$ cat src/rtl/pc_sequencer.sv
// pc_sequencer: fetch/decode/issue sequencer with branches, jumps, jal link and halt; PC_SEQ_STATS_EN adds a saturating taken counter
module pc_sequencer (
  input  logic        clk,
  input  logic        rst,
  input  logic        start,
  output logic        imem_req,
  output logic [4:0]  imem_addr,
  input  logic        imem_ack,
  input  logic [31:0] imem_rdata,
  output logic [4:0]  rf_raddr1,
  output logic [4:0]  rf_raddr2,
  input  logic [31:0] rf_rdata1,
  input  logic [31:0] rf_rdata2,
  output logic        rf_we,
  output logic [4:0]  rf_waddr,
  output logic [31:0] rf_wdata,
  output logic        exec_valid,
  output logic [31:0] exec_instr,
  input  logic        exec_ready,
  output logic [4:0]  pc,
  output logic        busy,
  output logic        halted,
  output logic [7:0]  taken_count
);
  typedef enum logic [2:0] {IDLE, FETCH, DECODE, ISSUE, HALT} state_t;
  state_t state, state_nxt;
  logic [31:0] ir;
  logic [5:0] op;
  logic signed [31:0] a, b;
  logic is_br, is_j, is_jal, is_halt, cond, take;
  logic [4:0] pc_inc, pc_nxt;
  assign op = ir[31:26];
  assign a = rf_rdata1;
  assign b = rf_rdata2;
  assign pc_inc = pc + 5'd1;
  // decode the latched instruction and resolve the branch condition
  always_comb begin
    is_br   = op == 6'b000100 || op == 6'b000101 || op == 6'b000111 ||
              op == 6'b000001 || op == 6'b000011 || op == 6'b000110;
    is_j    = op == 6'b010100;
    is_jal  = op == 6'b010101;
    is_halt = op == 6'b111111;
    cond    = op == 6'b000100 ? a == b :
              op == 6'b000101 ? a != b :
              op == 6'b000111 ? a > b  :
              op == 6'b000001 ? a >= b :
              op == 6'b000011 ? a < b  :
              op == 6'b000110 ? a <= b : 1'b0;
    take    = state == DECODE && ((is_br && cond) || is_j || is_jal);
  end
  // state register
  always_ff @(posedge clk)
    if (rst) state <= IDLE;
    else state <= state_nxt;
  // next-state logic
  always_comb begin
    state_nxt = state;
    case (state)
      IDLE:    state_nxt = start ? FETCH : IDLE;
      FETCH:   state_nxt = imem_ack ? DECODE : FETCH;
      DECODE:  state_nxt = is_halt ? HALT : (is_br || is_j || is_jal) ? FETCH : ISSUE;
      ISSUE:   state_nxt = exec_ready ? FETCH : ISSUE;
      default: state_nxt = HALT;
    endcase
  end
  // next pc: start clears, decode resolves control flow, issue acceptance advances
  always_comb begin
    pc_nxt = pc;
    if (state == IDLE && start) pc_nxt = '0;
    if (state == DECODE)
      pc_nxt = is_halt ? pc : (is_j || is_jal) ? ir[4:0] :
               (is_br && cond) ? pc_inc + ir[4:0] : is_br ? pc_inc : pc;
    if (state == ISSUE && exec_ready) pc_nxt = pc_inc;
  end
  // pc and instruction register
  always_ff @(posedge clk)
    if (rst) begin
      pc <= '0;
      ir <= '0;
    end else begin
      pc <= pc_nxt;
      if (state == FETCH && imem_ack) ir <= imem_rdata;
    end
  // strobes and status are pure functions of state and the latched instruction
  always_comb begin
    imem_req   = state == FETCH;
    exec_valid = state == ISSUE;
    rf_we      = state == DECODE && is_jal;
    busy       = state == FETCH || state == DECODE || state == ISSUE;
    halted     = state == HALT;
  end
  assign imem_addr  = pc;
  assign rf_raddr1  = ir[25:21];
  assign rf_raddr2  = ir[20:16];
  assign rf_waddr   = 5'd31;
  assign rf_wdata   = {27'd0, pc_inc};
  assign exec_instr = ir;
`ifdef PC_SEQ_STATS_EN
  logic [7:0] cnt;
  // saturating count of taken branches and jumps
  always_ff @(posedge clk)
    if (rst) cnt <= '0;
    else if (take && cnt != 8'hff) cnt <= cnt + 8'd1;
  assign taken_count = cnt;
`else
  logic unused_take;
  assign unused_take = take;
  assign taken_count = '0;
`endif
endmodule

$ cat config.mk
export PLATFORM = sky130hd
export DESIGN_NAME = pc_sequencer
export DESIGN_NICKNAME = d
export VERILOG_FILES = /design/src/rtl/pc_sequencer.sv
export SDC_FILE = /design/constraint.sdc
export NUM_CORES = 1
export LEC_CHECK = 0
export ABC_AREA = 1
export CORE_UTILIZATION = 35
export DETAILED_ROUTE_END_ITERATION = 10
export PLACE_DENSITY = 0.88
export SETUP_SLACK_MARGIN = 0.02
export SLEW_MARGIN = 20
export SYNTH_ARGS = -nofsm -noshare
export SYNTH_HDL_FRONTEND = slang
export SYNTH_SLANG_ARGS = --single-unit
$ cat constraint.sdc
create_clock -name clk -period 2 [get_ports clk]
set_input_delay 0.4 -clock clk [delete_from_list [all_inputs] [get_ports clk]]
set_output_delay 0.4 -clock clk [all_outputs]
set_load 0.1 [all_outputs]
==> metrics.yaml <==
worstSetupPathType: "primary input to flop"
critPathMaxStageDelay_ns: 0.21
worstSetupEndpointType: "flop"
final_area_mm2: 0.005659
skew_ns: 0.01514
final_net_count: 787
cpMaxStageDelayCell: "ha_4"
fin_cells: 778
gp_congestion: 0.9081
critPathLaunchType: "primary input"
worstPathArrival_ns: 2.23
grt-ovfl-total: 0
cts_tree: "built"
core_mm2: 0.009328
dr.pass1.iters: 4
vias: 3624
critPathMaxFanout: 6
final_cell_mix: "nand2_1, buf_4, buf_2, a21oi_1, conb_1"
postLayoutCoreUtil_pct: 60.67
rsz0062_at_grt: "yes"
power_leakage_nw: 2.581
antenna_found_initial: 0
grt_pass1_wl_um: 17060
maxCapViolations: 0
critPathMostFrequentCell: "nand2_1"
drt_wl_total_um: 10550
grt_max_degree: 26
top_level_ports: 203
setup_slack_ns: -0.02810
path_cells: "buf_2 > inv_2 > ha_4 > nand2_2 > nor2_2 > buf_4 > a21oi_2 > nand2_1 > nand2_1 > nand2_1 > nand2_2 > nand3_2 > nand2_1 > nand2_1 > nand2_2 > nand3_4 > nand2_4 > nand2_1 > nand2_1 > nand2_1 > nand2_1 > a21oi_2"
fin_hold_ws_ns: 0.4725
hp-class: "flop to flop"
clockBufferDepth: 2
portBuffers: 162
p_per_area_mw_per_mm2: 694.3
yosysWarnings: 0
hold_violations: 0
clk-insertion-delay-late_ns: 0.30
viasPerCell: 4.658
drt-initial-drc-count: 129
finalMaxSlewViolations: 0
dieArea_mm2: 0.01009
clock-sinks: 40
timing.fmax_ghz: 0.4931
place_area_mm2: 0.005314
path_buf_inv: 3
ant_nets: 0
num_antenna_cells: 0
place_inst: 765
path_delay_family: "simple AND/OR/NAND/NOR gates"
die_w_um: 100.4
hpwl_um: 8062
yosysSeqAreaShare_pct: 23.62
cts_root_buffer: "clkbuf_8"
cts_buffers: 5
fp.dieH_um: 100.4
post-route-min-period_ns: 2.028
dp_slack_ns: -0.9776
layout_commonest_cell: "nand2_1"
synth_edf_count: 0
path_clk_slew_ns: 0.09
finalCritPeriodShare_pct: 101.4
async_reset_ff_share_pct: 0
syn_to_final_growth_pct: 66.90
initial_utilization_pct: 36.35
htree_levels: 2
avgSynthCellArea_um2: 6.948
hold_buffers: 0
worstPathRequired_ns: 2.20
post_drt_wl_per_cell_um: 13.57
synth_area_mm2: 0.003391
setup_violations: 4
max-vdd-ir-drop_mv: 0.5810
grt_pass1_vias: 3706
drc: 0
synth_cells: 488
drive_above_1_share_pct: 47.30
synth.distinct_cells: 38
ys.flop_type: "dfxtp_1"
status: "complete, but fails checks"
violations: "negative setup slack"
synth-seq-cells: 40
grtUsageTotal_pct: 21.28
rows: 35
-- synthesized netlist by cell type (2+ instances only) --
cell type   n  area (um2)
nand2_1    85       319.1
inv_1      68       255.2
buf_4      55       412.9
a21oi_1    54       270.3
nand3_1    43       215.2
dfxtp_1    40       800.8
ha_1       37       462.9
o21ai_0    20       100.1
nor2_1     18       67.56
clkbuf_1   12       45.04
nor3_1      7       35.03
a21oi_2     6       52.55
nand4_1     5       31.28
inv_2       4       15.01
xor2_1      4       35.03
nand2_2     3       18.77
xnor2_1     3       26.28
conb_1      2       7.510
nand3_4     2       35.03
nor2_2      2       12.51
-- flip-flops by register name, summed over array words and instances (netlist names) --
register	cells
imem_addr	5
exec_instr	32
state	3
-- cell families after synthesis --
logic type | count (synthesis) | synth area share (%)
DFF | 40 | 23.62
and+or+nand+nor | 171 | 23.58
AOI/OAI and AO/OA | 87 | 14.17
buffers and inverters | 143 | 22.36
xor gates and xnor gates | 7 | 1.808
other | 2 | 0.2215
adders and majority gates | 38 | 14.24
-- area by class of cell --
cell class	instances	area [um2]
clock inverter	3	20.02
multi-input combinational	343	2639
tap	129	161.4
timing repair buffer	184	1622
fill	802	3669
clock buffer	5	68.82
inverter	74	315.3
sequential	40	833.3
-- worst register-to-register path, stage by stage (launching register included) --
cell and delay (ns):
dfxtp_4 0.39, ha_4 0.28, inv_1 0.05, fa_1 0.42
o21ai_1 0.20, xnor2_1 0.14, nand3_1 0.08, nand2_1 0.07
nand2_1 0.05, nand2_1 0.07, a21oi_2 0.05
-- through the flow --
stage	TNS [ns]	power [W]
after floorplan	-2.149	0.002676
after global placement	-4.252	0.003216
after detailed placement	-4.758	0.003258
after CTS	-0.006518	0.003902
after global routing	-0.9964	0.004112
final	-0.05671	0.003929
-- worst paths after layout --
kind	start	to	slack (ns)	depth (start not counted)
worst min register to register	exec_instr[6]	exec_instr[6]	0.47	2
worst max register to register	imem_addr[0]	imem_addr[4]	0.09	10
worst min-delay path	exec_instr[6]	exec_instr[6]	0.47	2
worst max-delay path	rf_rdata2[15]	imem_addr[4]	-0.03	22
-- report_power, final --
| group | total [W] | internal, W | switching [W] | leakage (nW) |
|---|---|---|---|---|
| Combinational | 0.00242 | 0.000742 | 0.00168 | 2.20 |
| Sequential | 0.000944 | 0.000860 | 0.0000843 | 0.333 |
| Clock | 0.000567 | 0.000249 | 0.000318 | 0.0489 |
| Total | 0.00393 | 0.00185 | 0.00208 | 2.58 |
-- routing by layer --
metal,up-vias,GRT usage (%),wire (um)
met4,0,8.361,309
met1,1618,20.94,3770
li1,1809,-,-
met3,29,5.432,822
met2,168,41.99,5651
met5,-,0,0
-- timing repair --
action,in CTS,in global routing
endpoints found under the setup margin,7,7
gates resized for setup,311,22
pin swaps,79,24
buffers inserted,4,1
Power figures use the tool's default switching activity.
